File: config.mk
export PLATFORM = sky130hd
export DESIGN_NAME = csr_mux_bridge
export DESIGN_NICKNAME = d
export VERILOG_FILES = /design/src/rtl/csr_mux_bridge.sv
export SDC_FILE = /design/constraint.sdc
export NUM_CORES = 1
export LEC_CHECK = 0
export BUFFER_PORTS_ARGS = -buffer_cell sky130_fd_sc_hd__buf_2
export CORE_AREA = 2 2 258 260
export DETAILED_ROUTE_END_ITERATION = 16
export DIE_AREA = 0 0 260 262
export PLACE_DENSITY = 0.38
export RECOVER_POWER = 25
export SLEW_MARGIN = 20
export SYNTH_ARGS = -nofsm -noshare
export SYNTH_HDL_FRONTEND = slang
export SYNTH_SLANG_ARGS = --single-unit
File: constraint.sdc
create_clock -name clk -period 2.6 [get_ports clk]
set_input_delay 0.13 -clock clk [delete_from_list [all_inputs] [get_ports clk]]
set_output_delay 0.13 -clock clk [all_outputs]
set_load 0.02 [all_outputs]
File: src/rtl/csr_mux_bridge.sv
// MMIO-to-CSR bridge: decodes one request at a time onto NUM_CH CSR target channels
// and returns read data (or an error completion) with the request metadata echoed back.
module csr_mux_bridge #(
    parameter int unsigned NUM_CH         = 4,
    parameter int unsigned MM_ADDR_WIDTH  = 18,
    parameter int unsigned MM_DATA_WIDTH  = 64,
    parameter int unsigned CH_ADDR_BITS   = 12,
    parameter int unsigned TIMEOUT_CYCLES = 1024
) (
    input  logic                            clk,
    input  logic                            rst,
    input  logic                            req_valid,
    output logic                            req_ready,
    input  logic                            req_write,
    input  logic [MM_ADDR_WIDTH-1:0]        req_addr,
    input  logic [MM_DATA_WIDTH-1:0]        req_wdata,
    input  logic [MM_DATA_WIDTH/8-1:0]      req_be,
    input  logic [9:0]                      req_tag,
    input  logic [13:0]                     req_len,
    input  logic [15:0]                     req_reqid,
    input  logic [23:0]                     req_lowaddr,
    output logic [NUM_CH-1:0]               csr_write,
    output logic [NUM_CH-1:0]               csr_read,
    output logic [MM_ADDR_WIDTH-1:0]        csr_address,
    output logic [MM_DATA_WIDTH-1:0]        csr_writedata,
    output logic [MM_DATA_WIDTH/8-1:0]      csr_byteenable,
    input  logic [NUM_CH-1:0]               csr_waitrequest,
    input  logic [NUM_CH-1:0]               csr_readdatavalid,
    input  logic [NUM_CH*MM_DATA_WIDTH-1:0] csr_readdata,
    output logic                            cpl_valid,
    input  logic                            cpl_ready,
    output logic [MM_DATA_WIDTH-1:0]        cpl_data,
    output logic [9:0]                      cpl_tag,
    output logic [13:0]                     cpl_len,
    output logic [15:0]                     cpl_reqid,
    output logic [23:0]                     cpl_lowaddr,
    output logic                            cpl_err,
    output logic [15:0]                     err_cnt
);

    localparam int unsigned SEL_W = (NUM_CH > 1) ? $clog2(NUM_CH) : 1;
    localparam int unsigned BE_W  = MM_DATA_WIDTH / 8;
    localparam int unsigned CNT_W = $clog2(TIMEOUT_CYCLES + 1);

    typedef enum logic [1:0] {
        ST_IDLE    = 2'd0,
        ST_CMD     = 2'd1,
        ST_RD_WAIT = 2'd2,
        ST_CPL     = 2'd3
    } state_t;

    state_t                     state_q, state_d;
    logic [SEL_W-1:0]           sel_q, sel_d;
    logic                       write_q, write_d;
    logic [CNT_W-1:0]           cnt_q, cnt_d;
    logic [15:0]                err_cnt_q, err_cnt_d;
    logic                       req_ready_q, req_ready_d;
    logic [NUM_CH-1:0]          csr_write_q, csr_write_d;
    logic [NUM_CH-1:0]          csr_read_q, csr_read_d;
    logic [MM_ADDR_WIDTH-1:0]   csr_address_q, csr_address_d;
    logic [MM_DATA_WIDTH-1:0]   csr_writedata_q, csr_writedata_d;
    logic [BE_W-1:0]            csr_byteenable_q, csr_byteenable_d;
    logic                       cpl_valid_q, cpl_valid_d;
    logic                       cpl_err_q, cpl_err_d;
    logic [MM_DATA_WIDTH-1:0]   cpl_data_q, cpl_data_d;
    logic [9:0]                 cpl_tag_q, cpl_tag_d;
    logic [13:0]                cpl_len_q, cpl_len_d;
    logic [15:0]                cpl_reqid_q, cpl_reqid_d;
    logic [23:0]                cpl_lowaddr_q, cpl_lowaddr_d;

    logic                       accept;
    logic [SEL_W-1:0]           req_sel;
    logic                       req_sel_ok;
    logic                       sel_wait;
    logic                       sel_rdv;
    logic [MM_DATA_WIDTH-1:0]   sel_data;
    logic                       timeout;
    logic                       err_evt;
    logic                       unused_addr_bits;

    assign accept           = req_valid & req_ready_q;
    assign req_sel          = req_addr[CH_ADDR_BITS +: SEL_W];
    assign req_sel_ok       = {1'b0, req_sel} < (SEL_W + 1)'(NUM_CH);
    assign sel_wait         = csr_waitrequest[sel_q];
    assign sel_rdv          = csr_readdatavalid[sel_q];
    assign sel_data         = csr_readdata[int'(sel_q) * MM_DATA_WIDTH +: MM_DATA_WIDTH];
    assign timeout          = (cnt_q == CNT_W'(TIMEOUT_CYCLES - 1));
    assign unused_addr_bits = ^req_addr;

    // Next-state and registered-output computation
    always_comb begin
        state_d          = state_q;
        sel_d            = sel_q;
        write_d          = write_q;
        cnt_d            = cnt_q;
        err_cnt_d        = err_cnt_q;
        csr_write_d      = csr_write_q;
        csr_read_d       = csr_read_q;
        csr_address_d    = csr_address_q;
        csr_writedata_d  = csr_writedata_q;
        csr_byteenable_d = csr_byteenable_q;
        cpl_err_d        = cpl_err_q;
        cpl_data_d       = cpl_data_q;
        cpl_tag_d        = cpl_tag_q;
        cpl_len_d        = cpl_len_q;
        cpl_reqid_d      = cpl_reqid_q;
        cpl_lowaddr_d    = cpl_lowaddr_q;
        err_evt          = 1'b0;

        case (state_q)
            ST_IDLE: begin
                if (accept) begin
                    sel_d            = req_sel;
                    write_d          = req_write;
                    cnt_d            = '0;
                    csr_address_d    = MM_ADDR_WIDTH'(req_addr[CH_ADDR_BITS-1:0]);
                    csr_writedata_d  = req_wdata;
                    csr_byteenable_d = req_be;
                    cpl_tag_d        = req_tag;
                    cpl_len_d        = req_len;
                    cpl_reqid_d      = req_reqid;
                    cpl_lowaddr_d    = req_lowaddr;
                    if (req_sel_ok) begin
                        state_d = ST_CMD;
                        if (req_write) begin
                            csr_write_d = NUM_CH'(1) << req_sel;
                        end else begin
                            csr_read_d = NUM_CH'(1) << req_sel;
                        end
                    end else begin
                        // Unmapped channel: writes vanish, reads complete with error data
                        err_evt = 1'b1;
                        if (!req_write) begin
                            state_d    = ST_CPL;
                            cpl_data_d = '1;
                            cpl_err_d  = 1'b1;
                        end
                    end
                end
            end
            ST_CMD: begin
                cnt_d = cnt_q + CNT_W'(1);
                if (!sel_wait) begin
                    csr_write_d = '0;
                    csr_read_d  = '0;
                    state_d     = write_q ? ST_IDLE : ST_RD_WAIT;
                end else if (timeout) begin
                    csr_write_d = '0;
                    csr_read_d  = '0;
                    err_evt     = 1'b1;
                    if (write_q) begin
                        state_d = ST_IDLE;
                    end else begin
                        state_d    = ST_CPL;
                        cpl_data_d = '1;
                        cpl_err_d  = 1'b1;
                    end
                end
            end
            ST_RD_WAIT: begin
                cnt_d = cnt_q + CNT_W'(1);
                if (sel_rdv) begin
                    state_d    = ST_CPL;
                    cpl_data_d = sel_data;
                    cpl_err_d  = 1'b0;
                end else if (timeout) begin
                    state_d    = ST_CPL;
                    cpl_data_d = '1;
                    cpl_err_d  = 1'b1;
                    err_evt    = 1'b1;
                end
            end
            ST_CPL: begin
                if (cpl_ready) begin
                    state_d = ST_IDLE;
                end
            end
            default: state_d = ST_IDLE;
        endcase

        if (err_evt && (err_cnt_q != 16'hFFFF)) begin
            err_cnt_d = err_cnt_q + 16'd1;
        end

        // Ready drops for the cycle after any acceptance, so at most one request per two cycles
        req_ready_d = (state_d == ST_IDLE) && !accept;
        cpl_valid_d = (state_d == ST_CPL);
    end

    always_ff @(posedge clk) begin
        if (rst) begin
            state_q          <= ST_IDLE;
            sel_q            <= '0;
            write_q          <= 1'b0;
            cnt_q            <= '0;
            err_cnt_q        <= '0;
            req_ready_q      <= 1'b0;
            csr_write_q      <= '0;
            csr_read_q       <= '0;
            csr_address_q    <= '0;
            csr_writedata_q  <= '0;
            csr_byteenable_q <= '0;
            cpl_valid_q      <= 1'b0;
            cpl_err_q        <= 1'b0;
            cpl_data_q       <= '0;
            cpl_tag_q        <= '0;
            cpl_len_q        <= '0;
            cpl_reqid_q      <= '0;
            cpl_lowaddr_q    <= '0;
        end else begin
            state_q          <= state_d;
            sel_q            <= sel_d;
            write_q          <= write_d;
            cnt_q            <= cnt_d;
            err_cnt_q        <= err_cnt_d;
            req_ready_q      <= req_ready_d;
            csr_write_q      <= csr_write_d;
            csr_read_q       <= csr_read_d;
            csr_address_q    <= csr_address_d;
            csr_writedata_q  <= csr_writedata_d;
            csr_byteenable_q <= csr_byteenable_d;
            cpl_valid_q      <= cpl_valid_d;
            cpl_err_q        <= cpl_err_d;
            cpl_data_q       <= cpl_data_d;
            cpl_tag_q        <= cpl_tag_d;
            cpl_len_q        <= cpl_len_d;
            cpl_reqid_q      <= cpl_reqid_d;
            cpl_lowaddr_q    <= cpl_lowaddr_d;
        end
    end

    assign req_ready      = req_ready_q;
    assign csr_write      = csr_write_q;
    assign csr_read       = csr_read_q;
    assign csr_address    = csr_address_q;
    assign csr_writedata  = csr_writedata_q;
    assign csr_byteenable = csr_byteenable_q;
    assign cpl_valid      = cpl_valid_q;
    assign cpl_err        = cpl_err_q;
    assign cpl_data       = cpl_data_q;
    assign cpl_tag        = cpl_tag_q;
    assign cpl_len        = cpl_len_q;
    assign cpl_reqid      = cpl_reqid_q;
    assign cpl_lowaddr    = cpl_lowaddr_q;
    assign err_cnt        = err_cnt_q;

endmodule
; Word-level counts from Yosys, hierarchy flattened
; Cells that the tools add are included.
[word_totals]
register_bits = 255
input_bits = 423
output_inout_bits = 245
wordCells = 91
[op_classes]
add_sub_neg = 2
n_lt_le_gt_ge = 1
n_eq_ne = 14
shift = 2
muxes = 39
bitwise = 1
reduce_logical = 14
[op_table]
columns = operator, n
row1 = 64-bit 2-to-1 mux, 5
row2 = 256-bit by 9-bit variable part select with 64-bit output, 1
row3 = 64-bit one-hot mux with 2 select lines, 1
row4 = 4-bit 2-to-1 mux, 6
row5 = 11-bit one-hot mux with 2 select lines, 1
row6 = 16-bit by 1-bit adder with 16-bit output (second input constant), 1
row7 = 2-bit 2-to-1 mux, 8
row8 = 16-bit != test (second input constant), 1
row9 = 4-bit one-hot mux with 2 select lines, 2
row10 = 2-bit != test (second input constant), 6
row11 = 11-bit by 1-bit adder with 11-bit output (second input constant), 1
row12 = 11-bit by 10-bit == test with 1-bit output (second input constant), 1
row13 = 11-bit 2-to-1 mux, 1
row14 = 1-bit 2-to-1 mux, 10
row15 = 2-bit one-hot mux with 4 select lines, 1
row16 = 4-bit AND reduction, 2
row17 = 2-bit == test (second input constant), 3
row18 = 3-bit != test (second input constant), 2
row19 = 2-bit nonzero test, 3
row20 = 5-bit AND reduction, 1
row21 = 1-bit binary-select mux with 2-bit select, 2
row22 = 2-bit zero test, 2
row23 = 1-bit one-hot mux with 2 select lines, 2
row24 = 2-bit AND reduction, 2
row25 = other kinds (7), 8

; Longest topological paths before layout
; Gate-level depths: netlist (run 1).
[depth]
ltp_word = 6
mapped_depth = 10
ltp_nobuf = 7

; Least setup slack after synthesis (run 1)
; No wires, ideal clock.
[synth_timing]
path_type = reg-to-reg
start = register sel_q[0]
end = register cpl_data_q[23], in the netlist cpl_data[23]
setup_ns = 0.132
t_arrival_ns = 1.943
path_slack_ns = 0.525
stages_incl_launch_ff = 7
period_less_slack_ns = 2.075
cell_sequence = dfxtp_1 buf_2 buf_2 clkbuf_1 mux4_2 nor3_1 nor3_1
[synth_via]
elab_chain_cells = 4
elab_cells_between_ends = 10
[synth_lines]
columns = element, line_no
row1 = from (decl), 53  ; logic [SEL_W-1:0] sel_q, sel_d;
row2 = from (signal assigned), 212  ; sel_q <= sel_d;
row3 = "parallel branches: the longest is 4 deep, another holds 256-bit by 9-bit variable part select with 64-bit output", --
row4 = to (signal assigned), 224  ; cpl_data_q <= cpl_data_d;
row5 = to (decl), 65  ; logic [MM_DATA_WIDTH-1:0] cpl_data_q, cpl_data_d;
; Several ways; the timed one is not identified. The select of a mux whose other input is x is not followed.
; A chain may end at the register's enable or synchronous reset.

; Worst setup path in the final report (run 1)
[layout_timing]
start = register state_q[1]
end = register cpl_data_q[13], in the netlist cpl_data[13]
[layout_via]
elab_chain_cells = 3
elab_cells_between_ends = 9
[layout_lines]
columns = element, line_no
row1 = from (decl), 52  ; state_t state_q, state_d;
row2 = from (signal assigned), 211  ; state_q <= state_d;
row3 = 2-bit == test / 2-bit by 1-bit == test with 1-bit output (equally long branches), 110  ; case (state_q)
row4 = 3-bit != test (no source line) (tied with other cells), --
row5 = 5-bit AND reduction (no source line), --
; Several ways; a longest one is shown, not always the timed one.

==> results of run 1 <==
layout by cell type (no fill, tap or decap), types with 11 or more instances in the layout:
cell and instances:
dfxtp_1 253, buf_2 533, nand2_1 318, dlygate4sd3_1 152, inv_1 11, nand3_1 17, a21oi_1 167, buf_12 11
clkbuf_16 34, nor2_1 89, clkbuf_1 130, mux4_2 66, nor3_1 131, buf_4 14
cell type report:
cell class                      count  area (um2)
Clock buffer                       47         960
Fill cell                        7145       47400
Clock inverter                     12         111
Timing Repair Buffer              834        4990
Antenna cell                        7        17.5
Sequential cell                   255        5110
Inverter                           11        41.3
Tap cell                          864        1080
Multi-Input combinational cell    901        5530
registers in the layout (all words and copies together), names as in the netlist, 2 cells and up:
name and count:
cpl_data 64, cnt_q 11, cpl_lowaddr 24, csr_writedata 64
cpl_tag 10, err_cnt 16, csr_write 4, cpl_len 14
csr_address 12, csr_read 4, sel_q 2, cpl_reqid 16
state_q 2, csr_byteenable 8
where the power goes:
group          switching (mW)  internal, mW
logic                    2.16          1.39
registers               0.209          4.30
clock network            1.87          2.69
total                    4.24          8.38
kinds of logic (layout without fill, tap and decap cells):
| kind of cell | after synthesis | in the layout | share of synthesized area |
|---|---|---|---|
| adder cells (fa/ha/maj) | 6 | 6 | 0.00680 |
| other | 1 | 13 | 0.000340 |
| XOR/XNOR | 10 | 10 | 0.00793 |
| flip-flops | 255 | 255 | 0.462 |
| AO/OA/AOI/OAI | 197 | 197 | 0.0967 |
| AND/OR/NAND/NOR | 606 | 606 | 0.239 |
| multiplexers | 76 | 76 | 0.144 |
| buffers and inverters | 119 | 904 | 0.0437 |
stage by stage:
stage | setup slack, ns | hold slack [ns] | instances
final | 0.333 | 0.0789 | 2931
after global placement | 0.387 | 0.371 | 2713
after CTS | 0.326 | 0.0354 | 2924
after global routing | 0.132 | 0.0710 | 2929
after detailed placement | 0.367 | 0.377 | 2713
after floorplan | 0.525 | 0.266 | 1275
metal layers:
layer,GRT usage,vias to the layer above,share of wire
li1,-,5935,-
met3,0.0326,90,0.067
met2,0.236,476,0.50
met4,0.0538,6,0.031
met1,0.157,5576,0.40
met5,0,-,0.00076
path summary, 6_finish.rpt:
path | cells after the start | startpoint | endpoint | slack, ns
setup / recovery | 7 | state_q[1] | cpl_data[13] | 0.33
hold / removal | 4 | csr_readdata[162] | cpl_data[34] | 0.08
setup reg to reg | 7 | state_q[1] | cpl_data[13] | 0.33
hold reg to reg | 2 | csr_writedata[38] | csr_writedata[38] | 0.45
worst min-delay path: cells and delay by family:
family	cells	cell delay [ns]
mux	1	0.21
buf+inv	1	0.07
simple gates	2	0.14
what timing repair did:
item	CTS	global route
endpoints found under the hold margin	158	0
endpoints found under the setup margin	0	0
hold buffers	152	0
buffers inserted	0	0
==> impl_metrics.py, run 1 <==
metrics = {
    "status": {
        "status": "complete, no violations",
    },
    "timing": {
        "setup_viol": 0,
        "slew_headroom": 0.527,
        "rsz0062_at_grt": "no",
        "fmax_mhz": 441,
        "period_needed_ns": 2.27,
        "fin_tns_setup_ns": 0,
        "fin_worst_skew_ns": 0.0306,
        "tightestPinTransition_ns": 0.707,
        "hold_viol_final": 0,
        "finalMaxSlewViolations": 0,
        "fin_crit_sh": 0.872,
    },
    "cts": {
        "post_cts_resized": 0,
        "root_buffer": "clkbuf_16",
        "cts_tree": "done",
        "clk_pin_slew_ns": 0.06,
        "cts_sinks": 255,
        "clock_path_buffers": 3,
        "clkLatencyLatePin_ns": 0.54,
        "cts_max_level": 2,
        "cts_made_buffers": 34,
    },
    "synth": {
        "netlist_area_um2": 11000,
        "synth_cell_types": 47,
        "synth.largest_area_cell": "dfxtp_1",
        "synthTopCellsByArea": "dfxtp_1, mux4_2, nand2_1, a21oi_1, nor3_1",
        "ys_async_sr_fraction": 0,
        "synthCells": 1270,
        "ys.flop_type": "dfxtp_1",
        "synth_top_area_share": 0.462,
        "yosysWarnings": 0,
        "synthTopCellsByCount": "nand2_1, dfxtp_1, a21oi_1",
        "avgSynthCellArea_um2": 8.70,
        "yosysMostFrequentCell": "nand2_1",
        "synth_edf_count": 0,
        "ys_seq_area_frac": 0.462,
        "ys_seq_elements": 255,
    },
    "floorplanning": {
        "dieHeight_um": 262,
        "fp.dieArea_um2": 68100,
        "die_x_um": 260,
        "core_area_um2": 65300,
        "num_io_pins": 668,
        "num_rows": 94,
        "start_util": 0.169,
    },
    "route": {
        "vias": 12100,
        "routed_wirelength_um": 49000,
        "avgRoutedWirePerCell_um": 16.7,
        "drc": 0,
        "antenna_left": 0,
        "firstDrtPassIters": 4,
        "viasPerCell": 4.12,
        "drt_iter0_markers": 511,
    },
    "global_route": {
        "grt_max_degree": 82,
        "grt_usage": 0.135,
        "grt-ovfl-total": 0,
        "grt_pass1_wl_um": 71200,
        "first_global_vias": 12100,
        "antenna_found_initial": 16,
    },
    "final_layout": {
        "final_nets": 2466,
        "finalCoreUtilization": 0.273,
        "drive_gt1_frac": 0.335,
        "final_area_um2": 17800,
        "syn_to_final_growth_pct": 61.5,
    },
    "hold_path": {
        "hold_path.class": "input pin to flop",
    },
    "power": {
        "p_leak_nw": 7.13,
        "ir_drop_mv": 0.337,
        "power_density_nw_per_um2": 707,
        "design_power_total_mw": 12.6,
    },
    "setup_path": {
        "cp_slowest_cell": "ha_1",
        "critPathTopFamily": "simple AND/OR/NAND/NOR gates",
        "crit_buf_inv": 2,
        "critPathLaunchType": "flop",
        "crit_chain": "inv_1, ha_1, nand2_1, o32ai_4, buf_12, nor2_1, nor3_1",
        "cp.arrival_ns": 2.71,
        "worstPathMaxFanout": 65,
        "critical_path_class": "flop to flop",
        "cpPeakStageDelay_ns": 0.41,
        "end_kind": "flop",
        "cp.required_ns": 3.04,
    },
    "placed_design": {
        "dp_hpwl_um": 36900,
        "placed_area_um2": 15400,
        "place_congestion": 0.843,
        "io_buffers": 657,
    },
    "run": {
        "cap_violations": 0,
    },
}
Power figures use the tool's default switching activity.
==> run 2: changes to the inputs <==
==> constraint.sdc (replaced) <==
create_clock -name clk -period 2.6 [get_ports clk]
set_input_delay 0.39 -clock clk [delete_from_list [all_inputs] [get_ports clk]]
set_output_delay 0.39 -clock clk [all_outputs]
set_load 0.02 [all_outputs]
==> impl_metrics.py, run 2 (same netlist as run 1, synthesis figures left out) <==
metrics = {
    "setup_path": {
        "r2r-end": "err_cnt[11]",
        "worstPathMaxFanout": 7,
        "r2r-start": "state_q[1]",
        "cp.arrival_ns": 2.78,
        "end_kind": "flop",
        "critPathLaunchType": "flop",
        "worstRegToRegCells": 6,
        "critical_path_class": "flop to flop",
        "r2r_setup_slack_ns": 0.28,
        "cp.required_ns": 3.06,
    },
    "global_route": {
        "grt-ovfl-total": 0,
        "grt_pass1_wl_um": 69200,
        "antenna_found_initial": 16,
        "grt_max_degree": 95,
        "grt_usage": 0.133,
        "first_global_vias": 11400,
    },
    "route": {
        "antenna_left": 0,
        "firstDrtPassIters": 5,
        "vias": 11600,
        "drc": 0,
        "drt_iter0_markers": 480,
        "avgRoutedWirePerCell_um": 17.3,
        "routed_wirelength_um": 48100,
        "viasPerCell": 4.17,
    },
    "cts": {
        "clk_pin_slew_ns": 0.06,
        "clock_path_buffers": 3,
        "post_cts_resized": 0,
        "ctsHoldBuffers": 0,
        "cts_tree": "done",
        "cts_made_buffers": 34,
        "cts_setup_buffers": 0,
        "cts_max_level": 2,
        "cts_sinks": 255,
        "clkLatencyLatePin_ns": 0.54,
        "root_buffer": "clkbuf_16",
    },
    "final_layout": {
        "syn_to_final_growth_pct": 47.7,
        "fillerInstances": 7310,
        "final_nets": 2307,
        "drive_gt1_frac": 0.360,
        "final_area_um2": 16300,
        "layout_commonest_cell": "buf_2",
        "layout_common_cells": "buf_2, nand2_1, dfxtp_1",
    },
    "timing": {
        "tightestPinTransition_ns": 0.658,
        "fin_crit_sh": 0.890,
        "finalMaxSlewViolations": 0,
        "hold_viol_final": 0,
        "setup_viol": 0,
        "period_needed_ns": 2.32,
        "fmax_mhz": 432,
        "rsz0062_at_grt": "no",
        "fin_tns_setup_ns": 0,
        "slew_headroom": 0.561,
        "fin_worst_skew_ns": 0.0191,
    },
    "power": {
        "power_density_nw_per_um2": 772,
        "p_leak_nw": 6.49,
        "ir_drop_mv": 0.326,
    },
    "placed_design": {
        "place_congestion": 0.856,
        "dp_hpwl_um": 36500,
        "placed_area_um2": 15300,
        "io_buffers": 657,
    },
    "floorplanning": {
        "die_x_um": 260,
        "start_util": 0.169,
        "num_rows": 94,
        "num_io_pins": 668,
        "core_area_um2": 65300,
        "fp.dieArea_um2": 68100,
        "dieHeight_um": 262,
    },
    "hold_path": {
        "worst_hold_path.endpoint": "csr_writedata[19]",
        "hold_start": "req_wdata[19]",
        "hold_depth": 3,
        "hold_path.class": "input pin to flop",
    },
    "status": {
        "status": "complete, no violations",
    },
    "run": {
        "cap_violations": 0,
    },
}
[run 2: changes by cell type in the layout (fill, tap and decap cells not counted)]
cell | before | now
dlygate4sd3_1 | 152 | 0
clkinv_2 | 6 | 5
buf_12 | 11 | 9
clkinv_4 | 1 | 0
inv_6 | 3 | 2
bufinv_16 | 1 | 3
clkinvlp_4 | 0 | 1
buf_4 | 14 | 9
diode_2 | 7 | 6
clkbuf_8 | 7 | 9
[run 2: worst max-delay path by stage]
stage | from | to | slack, ns | cells after the start
2_1_floorplan | sel_q[0] | cpl_data[23] | 0.52 | 6
3_3_place_gp | csr_readdatavalid[3] | err_cnt[9] | 0.20 | 7
3_5_place_dp | csr_readdatavalid[3] | err_cnt[9] | 0.24 | 7
4_1_cts | sel_q[0] | err_cnt[9] | 0.28 | 6
5_1_grt | state_q[1] | cpl_data[21] | 0.11 | 7
6_report | state_q[1] | err_cnt[11] | 0.28 | 6
[run 2: layer usage]
metal / part of all wire / GRT usage / vias to the layer above
li1: - / - / 5617
met1: 0.40 / 0.155 / 5426
met2: 0.50 / 0.229 / 425
met3: 0.071 / 0.0362 / 84
met4: 0.033 / 0.0544 / 8
met5: 0.0010 / 0 / -
[run 2: area by class of cell]
class | instances | area [um2] | share of cell area
clock buffer | 49 | 987 | 0.0605
multi-input combinational | 901 | 5530 | 0.339
antenna | 6 | 15.0 | 0.000920
inverter | 11 | 41.3 | 0.00253
timing repair buffer | 675 | 3390 | 0.208
tap | 864 | 1080 | 0.0663
clock inverter | 12 | 156 | 0.00959
sequential | 255 | 5110 | 0.313
[run 2: critical path, stage by stage (launching register included)]
cell      delay [ns]
dfxtp_1         0.45
inv_1           0.10
ha_1            0.47
nand4_1         0.20
and4bb_4        0.41
or4b_1          0.45
a21oi_1         0.16
[run 2: report_power, final]
part / total, mW / switching (mW) / internal, mW
combinational: 3.30 / 2.12 / 1.18
sequential: 4.50 / 0.207 / 4.30
clock: 4.79 / 1.84 / 2.95
total: 12.6 / 4.17 / 8.42
[run 2: stage by stage]
stage	std cells	setup slack (ns)	hold slack, ns	power [mW]	util
after floorplan	1275	0.525	0.458	6.66	-
after global placement	2706	0.202	0.439	7.97	0.235
after detailed placement	2706	0.237	0.444	8.00	0.235
after CTS	2767	0.279	0.0382	12.9	0.252
after global routing	2773	0.109	0.0569	13.3	0.250
final	2773	0.285	0.0842	12.6	0.250
